### src/rtl/i2c_cmd_arbiter.sv
// Two-port command arbiter in front of a single I2C register driver.
// Round-robin grant, one command in flight, per-command completion timeout.
module i2c_cmd_arbiter #(
  parameter logic [19:0] TIMEOUT_CYC = 20'd100_000
) (
  input  logic        clk,
  input  logic        rst,
  input  logic        p0_req,
  input  logic        p0_rh_wl,
  input  logic [15:0] p0_addr,
  input  logic [7:0]  p0_wdata,
  output logic        p0_ack,
  output logic        p0_err,
  input  logic        p1_req,
  input  logic        p1_rh_wl,
  input  logic [15:0] p1_addr,
  input  logic [7:0]  p1_wdata,
  output logic        p1_ack,
  output logic        p1_err,
  input  logic        p1_block,
  output logic [7:0]  rdata,
  output logic        i2c_exec,
  output logic        i2c_rh_wl,
  output logic [15:0] i2c_addr,
  output logic [7:0]  i2c_data_w,
  input  logic        i2c_done,
  input  logic [7:0]  i2c_data_r,
  output logic        busy
);

  typedef enum logic [1:0] {IDLE, ISSUE, WAIT, RESP} state_t;

  state_t      r_state, w_next;
  logic        r_gnt, r_last, r_rh_wl, r_err;
  logic [15:0] r_addr;
  logic [7:0]  r_wdata, r_rdata;
  logic [19:0] r_cnt;
  logic        w_e0, w_e1, w_any, w_win, w_timeout;

  assign w_e0      = p0_req;
  assign w_e1      = p1_req & ~p1_block;
  assign w_any     = w_e0 | w_e1;
  // On a tie the port that did not win last time gets the grant.
  assign w_win     = (w_e0 & w_e1) ? ~r_last : w_e1;
  assign w_timeout = (r_cnt == TIMEOUT_CYC - 20'd1);

  always_ff @(posedge clk or posedge rst) begin
    if (rst) r_state <= IDLE;
    else     r_state <= w_next;
  end

  always_comb begin
    w_next = r_state;
    case (r_state)
      IDLE:    if (w_any) w_next = ISSUE;
      ISSUE:   w_next = WAIT;
      WAIT:    if (i2c_done || w_timeout) w_next = RESP;
      RESP:    w_next = IDLE;
      default: w_next = IDLE;
    endcase
  end

  always_ff @(posedge clk or posedge rst) begin
    if (rst) begin
      r_gnt   <= 1'b0;
      r_last  <= 1'b1;
      r_rh_wl <= 1'b0;
      r_err   <= 1'b0;
      r_addr  <= '0;
      r_wdata <= '0;
      r_rdata <= '0;
      r_cnt   <= '0;
    end else begin
      case (r_state)
        IDLE: begin
          if (w_any) begin
            r_gnt   <= w_win;
            r_rh_wl <= w_win ? p1_rh_wl : p0_rh_wl;
            r_addr  <= w_win ? p1_addr  : p0_addr;
            r_wdata <= w_win ? p1_wdata : p0_wdata;
          end
        end
        ISSUE: r_cnt <= '0;
        WAIT: begin
          // done takes priority over a coincident timeout
          if (i2c_done) begin
            if (r_rh_wl) r_rdata <= i2c_data_r;
            r_err <= 1'b0;
          end else if (w_timeout) begin
            r_err <= 1'b1;
          end else begin
            r_cnt <= r_cnt + 20'd1;
          end
        end
        RESP: r_last <= r_gnt;
        default: ;
      endcase
    end
  end

  assign busy       = (r_state != IDLE);
  assign i2c_exec   = (r_state == ISSUE);
  assign i2c_rh_wl  = r_rh_wl;
  assign i2c_addr   = r_addr;
  assign i2c_data_w = r_wdata;
  assign rdata      = r_rdata;
  assign p0_ack     = (r_state == RESP) & ~r_gnt;
  assign p1_ack     = (r_state == RESP) &  r_gnt;
  assign p0_err     = p0_ack & r_err;
  assign p1_err     = p1_ack & r_err;

endmodule

### config.mk
export PLATFORM = sky130hd
export DESIGN_NAME = i2c_cmd_arbiter
export DESIGN_NICKNAME = d
export VERILOG_FILES = /design/src/rtl/i2c_cmd_arbiter.sv
export SDC_FILE = /design/constraint.sdc
export NUM_CORES = 1
export LEC_CHECK = 0
export ABC_AREA = 0
export CAP_MARGIN = 10
export CORE_MARGIN = 2
export CORE_UTILIZATION = 45
export DETAILED_ROUTE_END_ITERATION = 10
export PLACE_DENSITY_LB_ADDON = 0.12
export SLEW_MARGIN = 10
export SYNTH_ARGS = -nofsm -noshare
export SYNTH_HDL_FRONTEND = slang
export SYNTH_SLANG_ARGS = --single-unit
### constraint.sdc
create_clock -name clk -period 2.85 [get_ports clk]
set_input_delay 0.4275 -clock clk [delete_from_list [all_inputs] [get_ports clk]]
set_output_delay 0.4275 -clock clk [all_outputs]
set_load 0.01 [all_outputs]
# Word level (Yosys, flattened, before mapping)
# Index checks and enable logic that the tools add are counted.
# totals
reg_bits	58
in_bits	64
output_inout_bits	39
word_cells	50
# classes
add_sub_neg	1
eq_ne	8
muxes	12
bitwise_logic	10
n_reduce_logical	10
# ops
operator	n
20-bit two-way mux	2
20-bit one-hot mux with 2 select lines	1
20-bit by 1-bit adder with 20-bit output, second input constant	1
20-bit by 17-bit equality test with 1-bit output, second input constant	1
16-bit two-way mux	1
8-bit two-way mux	1
2-bit inequality test, second input constant	4
2-bit one-hot mux with 4 select lines	1
1-bit bitwise AND	6
2-bit AND reduction	3
3-bit AND reduction	2
2-bit nonzero test	3
2-bit equality test, second input constant	2
1-bit two-way mux	4
2-bit two-way mux	2
1-bit inverter	3
2-bit by 1-bit equality test with 1-bit output, second input constant	1
2-bit zero test	1
1-bit logical OR	1
1-bit OR	1

# Depth between registers and ports, before layout
# Gate-level depths: netlist (run 1).
# logic_depth
depth_word	5
depth_mapped	8
mapped_depth_nobuf	6

# Worst setup path before layout (run 1)
# Ideal clock, no wire load.
# synth_timing
kind	reg-to-reg
from	register r_cnt[0]
to	register r_cnt[4]
setup_time_ns	0.124
t_arrival_ns	1.884
slack_ns	0.842
stages_incl_launch_ff	7
cell_sequence	dfrtp_1 > ha_1 > nand4_1 > or4_4 > o41a_4 > and3_1 > a211o_1
# synth_via
elab_chain_cells	4
word_cells_on_any_way	7
cone_classes	add/sub (1); eq/ne (2); mux (3); reduce/logical (1)
# synth_lines
item	line	rtl
from (decl)	37	logic [19:0] r_cnt;
from (signal assigned)	92	r_cnt <= r_cnt + 20'd1;
20-bit by 1-bit adder with 20-bit output	92	
20-bit two-way mux	89	end else if (w_timeout) begin
20-bit two-way mux	86	if (i2c_done) begin
20-bit one-hot mux with 2 select lines	74	case (r_state)
# Several ways; a longest one is shown, not always the timed one. The select of a mux whose other input is x is not followed.
# A chain may end at the register's enable or synchronous reset.

# Worst setup path in the final report (run 1)
# layout_timing
from	register r_state[0]
to	output port p0_err
# layout_via
elab_chain_cells	3
# layout_lines
item	line	rtl
from (decl)	33	state_t r_state, w_next;
from (signal assigned)	49	else r_state <= w_next;
2-bit equality test	107	assign p0_ack = (r_state == RESP) & ~r_gnt;
1-bit bitwise AND	107	
1-bit bitwise AND	109	assign p0_err = p0_ack & r_err;
to (decl)	13	output logic p0_err,
# Every way passes these cells.

==> results of run 1 <==
==> synth_stat cells, types with 5 or more instances <==
| library cell | n | area, sq um |
|---|---|---|
| dfrtp_1 | 57 | 1430 |
| o21ai_0 | 42 | 210 |
| nand2_1 | 41 | 154 |
| mux2i_1 | 26 | 260 |
| clkbuf_1 | 13 | 48.8 |
| mux2_2 | 10 | 113 |
| nand3_1 | 9 | 45.0 |
| nor2_1 | 9 | 33.8 |
| a21oi_1 | 8 | 40.0 |
| nand4_1 | 8 | 50.1 |
| inv_1 | 7 | 26.3 |
| o31ai_1 | 7 | 52.6 |
| a22o_1 | 5 | 43.8 |
| and3_1 | 5 | 31.3 |
| ha_1 | 5 | 62.6 |
==> area by class of cell <==
type	count	share of cell area
tap	77	0.0225
inverter	7	0.00613
multi-input combinational	210	0.323
clock buffer	12	0.0386
clock inverter	4	0.0169
timing repair buffer	109	0.254
sequential	58	0.339
==> state kept, by name (all words and copies together) (netlist names) <==
signal      cells
r_gnt           1
i2c_rh_wl       1
i2c_addr       16
r_err           1
rdata           8
i2c_data_w      8
r_cnt          20
r_state         2
r_last          1
==> how the worst max path moves through the flow <==
stage                     from         to  slack (ns)  cells after the start
floorplan             r_cnt[0]   r_cnt[4]        0.84                      6
global placement      i2c_done  r_cnt[19]        0.65                      6
detailed placement    i2c_done  r_cnt[19]        0.60                      6
CTS                 r_state[0]     p0_err        0.59                      4
global route          r_cnt[1]   r_cnt[5]        0.46                      6
finish              r_state[0]     p0_err        0.61                      4
==> report_power, final <==
group | total (mW) | internal (mW) | switching [mW]
logic | 1.58 | 0.786 | 0.795
clock network | 0.900 | 0.563 | 0.337
registers | 1.26 | 1.09 | 0.165
total | 3.74 | 2.44 | 1.30
==> per-layer routing <==
layer / track usage / up-vias / wire length, microns
met5: 0 / - / 0
met3: 0.0737 / 13 / 600
met2: 0.336 / 108 / 3390
li1: - / 1262 / -
met4: 0.0909 / 0 / 155
met1: 0.271 / 1225 / 3140
==> logic make-up (layout without fill, tap and decap cells) <==
kind of cell | count (synthesis) | count (layout)
AOI/OAI and AO/OA | 75 | 75
DFF | 58 | 58
buffers and inverters | 24 | 132
and+or+nand+nor | 94 | 94
adders and majority gates | 5 | 5
muxes | 36 | 36
==> critical path, cell delays in order (launching register included) <==
cell and delay, ns:
dfrtp_1 0.41, ha_1 0.22, nor2b_1 0.17, and2_1 0.13, clkdlybuf4s50_1 0.54
==> impl_metrics.toml, run 1 <==
[outcome]
status = "complete, no violations"

[sta]
max_freq_mhz = 447
fin_crit_ns = 2.24
max_slew_margin = 0.545
fin_ws_ns = 0.612
finalClockSkew_ns = 0.00757
setup_tns_ns = 0
rsz0062_at_grt = "false"
finalMaxSlewViolations = 0
finalCritPeriodShare = 0.785
whs_ns = 0.467
hold_viol = 0
setup_viol = 0
worstMarginPinSlew_ns = 0.676

[power_and_ir_drop]
p_leak_nw = 1.97
power_density_nw_per_um2 = 873
total_power_mw = 3.74
max-vdd-ir-drop_mv = 0.539

[finish]
regArea_sq_um = 1450
layout_common_cells = "clkdlybuf4s50_1 (102), dfrtp_1 (57), o21ai_0 (42)"
drive_gt1_frac = 0.113
finish.utilization = 0.678
layoutNonFillerInstCount = 477
n_antenna_cell = 0
nNetsFinal = 464
multi_input_area_sq_um = 1380
fin_area_sq_um = 4280
fillers = 490
area_growth_syn_to_layout_pct = 45.8
final_common_cell = "clkdlybuf4s50_1"

[die]
core-area_sq_um = 6310
start_util = 0.465
die_area_sq_um = 7190
die_w_microns = 84.8
die_y_microns = 84.8
io_pins = 103
placementRows = 29

[placed_design]
place_area_sq_um = 4050
dp_hpwl_microns = 5390
place_ws_ns = 0.599
dp_cells = 461
gp_congestion = 0.890
io_buffers = 102

[global_routing]
first_global_vias = 2657
grt_pass1_wl_microns = 12300
grt_max_degree = 52
antenna_found_initial = 0
grt-ovfl-total = 0
grt_use_total = 0.215

[setup_path]
reg2reg_depth = 6
r2r_start = "r_cnt[0]"
endpoint_kind = "primary output"
r2r_end = "r_cnt[5]"
r2r_slack_ns = 0.62
required_ns = 2.42
critPathKind = "reg2out"
worstPathMaxFanout = 4
startpoint_type = "flip-flop"
crit_arrival_ns = 1.81

[detailed_routing]
viasPerCell = 5.47
ant_nets = 0
finalWirelength_microns = 7280
drcViolationCount = 0
wire_per_inst_microns = 15.3
via_count = 2608
drtPass1Iterations = 4
drt_iter0_drc = 104

[synthesis]
synth_ff_type = "dfrtp_1"
ys_seq_elements = 58
synth_top_family_by_area = "simple AND/OR/NAND/NOR gates"
synthXorXnorAreaFrac = 0
ys_async_sr_fraction = 1.00
synthSimpleGateAreaFrac = 0.166
muxShareOfSynthArea = 0.127
syn-num-nets = 361
syn_inst = 292
seq_area_frac_synth = 0.495
postSynthAreaPerCell_sq_um = 10.1
yosys_warnings = 0
netlist_area_sq_um = 2940
synth_edf_count = 0
ys_types = 41
synth-compound-area-share = 0.156
synthAdderAreaFrac = 0.0213

[cts]
clk_path_buf_depth = 2
clock_latency_ns = 0.33
postCtsHoldBufs = 0
cts-root-buf = "clkbuf_8"
cts_buffers = 9
post_cts_resize_count = 0
cts_tree = "yes"
path_clk_slew_ns = 0.07
cts.sinks = 58
cts_max_level = 3
postCtsSetupRepairBufs = 0

[run]
max-cap-violations = 0

[worst_hold_path]
hold_path.class = "in2async"
Power figures use the tool's default switching activity.
==> inputs of run 2 (changes only) <==
- clock period: 2.85 -> 2.22 ns (I/O delays scaled with it)
==> run 2 against run 1 <==
Clock skew up 0.00088 ns. Via count up 0.15%. Die area unchanged. Clock power rose by 13%. Largest cell class unchanged.
==> impl_metrics.toml, run 2 (synthesis gave the netlist of run 1 again) <==
[sta]
fin_crit_ns = 2.14
max_slew_margin = 0.715
finalMaxSlewViolations = 0
worstMarginPinSlew_ns = 0.428
finalClockSkew_ns = 0.00846
rsz0062_at_grt = "true"
setup_tns_ns = 0
setup_viol = 0
finalCritPeriodShare = 0.963
hold_viol = 0
max_freq_mhz = 468

[setup_path]
endpoint_kind = "primary output"
required_ns = 1.89
cp_top_family = "buffers and inverters"
crit_buf_inv = 1
startpoint_type = "flip-flop"
worstPathMaxFanout = 4
crit_chain = "ha_2 -> nor2b_1 -> and2_1 -> clkdlybuf4s50_1"
crit_arrival_ns = 1.80
critPathKind = "reg2out"
max_stage_delay_ns = 0.53
cp_slowest_cell = "clkdlybuf4s50_1"

[cts]
cts-root-buf = "clkbuf_8"
clock_latency_ns = 0.33
cts_buffers = 9
postCtsHoldBufs = 0
cts_max_level = 3
cts_tree = "yes"
clk_path_buf_depth = 2
cts.sinks = 58
path_clk_slew_ns = 0.07

[power_and_ir_drop]
switchingPower_mw = 1.66
p_leak_nw = 2.00
switching_share = 0.351
power.internal_mw = 3.07
p_comb_frac = 0.445
max-vdd-ir-drop_mv = 0.594
pwr-share-seq = 0.339
power_density_nw_per_um2 = 1100
total_power_mw = 4.72
clkPwrFrac = 0.216

[detailed_routing]
wire_per_inst_microns = 15.2
via_count = 2612
routed-wl-met2_microns = 3580
drtPass1Iterations = 4
highest_layer = "met4"
drt_iter0_drc = 112
finalWirelength_microns = 7390
ant_nets = 0
met3WireLength_microns = 544
viasPerCell = 5.39
drcViolationCount = 0
wl_met1_microns = 3180

[global_routing]
grt_use_total = 0.213
antenna_found_initial = 0
grt-ovfl-total = 0
grt_pass1_wl_microns = 12200
grt_max_degree = 47
first_global_vias = 2607

[die]
die_w_microns = 84.8
placementRows = 29
die_area_sq_um = 7190
die_y_microns = 84.8
core-area_sq_um = 6310
io_pins = 103
start_util = 0.465

[finish]
largest-register = "r_cnt"
area_growth_syn_to_layout_pct = 46.8
finish.utilization = 0.683
drive_gt1_frac = 0.132
n_antenna_cell = 0
layout_common_cells = "clkdlybuf4s50_1 (102), dfrtp_1 (57), nand2_1 (41), o21ai_0 (41), mux2i_1 (26)"
largest_reg_flops = 20
nNetsFinal = 473
final_common_cell = "clkdlybuf4s50_1"

[run]
max-cap-violations = 0

[placed_design]
dp_hpwl_microns = 5430
gp_congestion = 0.808
io_buffers = 102

[outcome]
status = "complete, no violations"

[worst_hold_path]
hold_path.class = "in2async"
run 2: worst register-to-register path: cells and delay by family (launching register included):
kind                     cells  cell delay, ns
AND/OR/NAND/NOR              3            0.74
AO/OA/AOI/OAI                2            0.62
flip-flops                   1            0.42
adder cells (fa/ha/maj)      1            0.23
run 2: power groups by stage:
stage          clock (mW)  sequential (mW)  combinational, mW
3_3_place_gp            0             1.60               2.08
3_5_place_dp            0             1.61               2.10
2_1_floorplan           0             1.74              0.877
4_1_cts              1.03             1.60               2.12
6_report             1.02             1.60               2.10
5_1_grt              1.09             1.65               2.30
run 2: final cells by class:
type / instances / area [sq um]
clock buffers: 13 / 169
clock inverters: 2 / 35.0
fillers: 516 / 2000
inverters: 7 / 26.3
multi-input cells: 210 / 1390
flip-flops and latches: 58 / 1450
well taps: 77 / 96.3
repair buffers: 118 / 1140
run 2: per-stage QoR:
stage / cells / area [sq um] / hold slack (ns) / setup WS (ns)
final: 485 / 4310 / 0.168 / 0.0831
after global placement: 470 / 4100 / 0.461 / 0.146
after floorplan: 292 / 2940 / 0.458 / 0.212
after CTS: 485 / 4300 / 0.159 / 0.0474
after detailed placement: 470 / 4100 / 0.469 / 0.0809
after global routing: 485 / 4310 / 0.175 / -0.0244
run 2: path summary, 6_finish.rpt:
| kind | startpoint | cells past startpoint | to | slack (ns) |
|---|---|---|---|---|
| setup / recovery | r_state[0] | 4 | p0_err | 0.08 |
| hold / removal | rst | 2 | rdata[5] | 0.17 |
| setup reg to reg | r_cnt[1] | 6 | r_cnt[4] | 0.10 |
| hold reg to reg | i2c_data_w[5] | 2 | i2c_data_w[5] | 0.48 |
| max in group asynchronous | rst | 3 | r_last | 1.44 |
| min in group clk | i2c_data_w[5] | 2 | i2c_data_w[5] | 0.48 |
run 2: per-layer routing:
| metal | up-vias | track usage |
|---|---|---|
| met2 | 79 | 0.344 |
| met4 | 0 | 0.0794 |
| met5 | - | 0 |
| met1 | 1246 | 0.265 |
| met3 | 7 | 0.0757 |
| li1 | 1280 | - |
run 2: repair_timing:
item / 4_1_cts / 5_1_grt
gates resized for setup: 0 / 3
setup buffers: 0 / 0
endpoints found under the setup margin: 0 / 4
==> inputs of run 3 (changes only) <==
- CORE_UTILIZATION: 45 -> 33
==> run 3 against run 2 <==
Die area increased by 35%. Global-route usage down 5.1 points. Sequential share of layout area down 0.71 points. Critical path depth is the same. Cell area up 2.1%. Sequential power hardly changed. Combinational power up 2%. Via count decreased by 2.0%. Clock power is essentially flat.
==> impl_metrics.toml, run 3 (synthesis gave the netlist of run 1 again) <==
[power_and_ir_drop]
power_density_nw_per_um2 = 1080
max-vdd-ir-drop_mv = 0.451
total_power_mw = 4.76
p_leak_nw = 2.03

[placed_design]
place_area_sq_um = 4180
gp_congestion = 0.823
dp_hpwl_microns = 5530
io_buffers = 102
dp_cells = 500

[detailed_routing]
via_count = 2560
drcViolationCount = 0
viasPerCell = 4.95
drtPass1Iterations = 4
wire_per_inst_microns = 14.5
ant_nets = 0
finalWirelength_microns = 7500
drt_iter0_drc = 59

[sta]
setup_viol = 0
whs_ns = 0.176
worstMarginPinSlew_ns = 0.465
setup_tns_ns = 0
max_freq_mhz = 473
fin_crit_ns = 2.11
finalMaxSlewViolations = 0
finalCritPeriodShare = 0.951
rsz0062_at_grt = "false"
finalClockSkew_ns = 0.00891
hold_viol = 0
max_slew_margin = 0.690

[setup_path]
startpoint_type = "flip-flop"
cpMostUsedCell = "inv_1"
required_ns = 1.89
crit_arrival_ns = 1.78
critPathKind = "reg2out"
worstPathMaxFanout = 4
crit_path_start = "r_state[0]"
r2r_slack_ns = 0.12
r2r_start = "r_cnt[1]"
max_stage_delay_ns = 0.60
cp_slowest_cell = "clkdlybuf4s50_1"
crit_chain = "inv_1 -> ha_1 -> inv_1 -> clkdlybuf4s50_1"
endpoint_kind = "primary output"

[finish]
largest-register = "r_cnt"
layoutNonFillerInstCount = 517
area_growth_syn_to_layout_pct = 49.9
final_common_cell = "clkdlybuf4s50_1"
fin_area_sq_um = 4400
largest_reg_flops = 20
drive_gt1_frac = 0.134
nNetsFinal = 474
layout_common_cells = "clkdlybuf4s50_1 (101), dfrtp_1 (57), nand2_1 (41), o21ai_0 (41), mux2i_1 (26)"
n_antenna_cell = 0

[cts]
clk_path_buf_depth = 2
cts.sinks = 58
cts_tree = "yes"
cts-root-buf = "clkbuf_8"
cts_max_level = 3
clock_latency_ns = 0.34
path_clk_slew_ns = 0.06
cts_buffers = 9
postCtsHoldBufs = 0

[outcome]
status = "complete, no violations"

[global_routing]
grt-ovfl-total = 0
first_global_vias = 2555
grt_pass1_wl_microns = 12600
grt_use_total = 0.163
antenna_found_initial = 0
grt_max_degree = 57

[die]
core-area_sq_um = 8680
io_pins = 103
die_y_microns = 98.3
start_util = 0.338
die_w_microns = 98.3
placementRows = 34
die_area_sq_um = 9670

[run]
max-cap-violations = 0

[worst_hold_path]
hold_path.class = "in2async"
==> run 3: cell types whose count changed in the layout (fill, tap and decap cells not counted) <==
cell	before	now
buf_4	16	14
o21ai_2	1	0
buf_12	0	3
o21ai_4	0	1
a21oi_1	7	8
clkdlybuf4s50_1	102	101
ha_1	4	3
a21oi_2	1	0
ha_2	1	2
dlymetal6s2s_1	0	1
==> run 3: metal layers <==
metal  GRT usage  routed length (microns)  vias up
met1       0.210                     3360     1179
met5           0                        0        -
met4      0.0706                      114        0
met3      0.0673                      684       12
li1            -                        -     1280
met2       0.240                     3340       89
==> run 3: worst paths after layout <==
check | endpoint | cells past startpoint
hold / removal | i2c_data_w[3] | 2
max in group asynchronous | r_last | 3
min in group clk | i2c_addr[8] | 2
setup reg to reg | r_state[1] | 6
setup / recovery | busy | 4
hold reg to reg | i2c_addr[8] | 2
==> run 3: metrics by stage <==
stage / utilization / setup WS (ns)
floorplan: - / 0.212
CTS: 0.505 / 0.0193
global placement: 0.481 / 0.151
detailed placement: 0.481 / 0.105
global route: 0.507 / 0.0118
finish: 0.507 / 0.108
==> run 3: power breakdown <==
part | internal (mW) | total [mW] | leakage, nW | switching (mW)
clock network | 0.603 | 1.01 | 0.106 | 0.410
logic | 1.10 | 2.15 | 1.18 | 1.06
registers | 1.40 | 1.59 | 0.748 | 0.188
total | 3.10 | 4.76 | 2.03 | 1.65
==> run 3: cell type report <==
| type | instances | area, sq um |
|---|---|---|
| clock buffer | 13 | 169 |
| clock inverter | 2 | 35.0 |
| fill | 835 | 4280 |
| inverter | 7 | 26.3 |
| multi-input combinational | 210 | 1400 |
| sequential | 58 | 1450 |
| tap | 108 | 135 |
| timing repair buffer | 119 | 1190 |
==> run 3: critical path, delay by kind of cell, from the launching register on <==
| family | cells | cell delay, ns |
|---|---|---|
| adder cells (fa/ha/maj) | 1 | 0.25 |
| buffers and inverters | 3 | 0.80 |
| flip-flops | 1 | 0.40 |
==> run 3: what timing repair did <==
action                                  in CTS  in global routing
setup buffers                                0                  2
endpoints found under the setup margin       0                  5
resized for setup                            0                  4
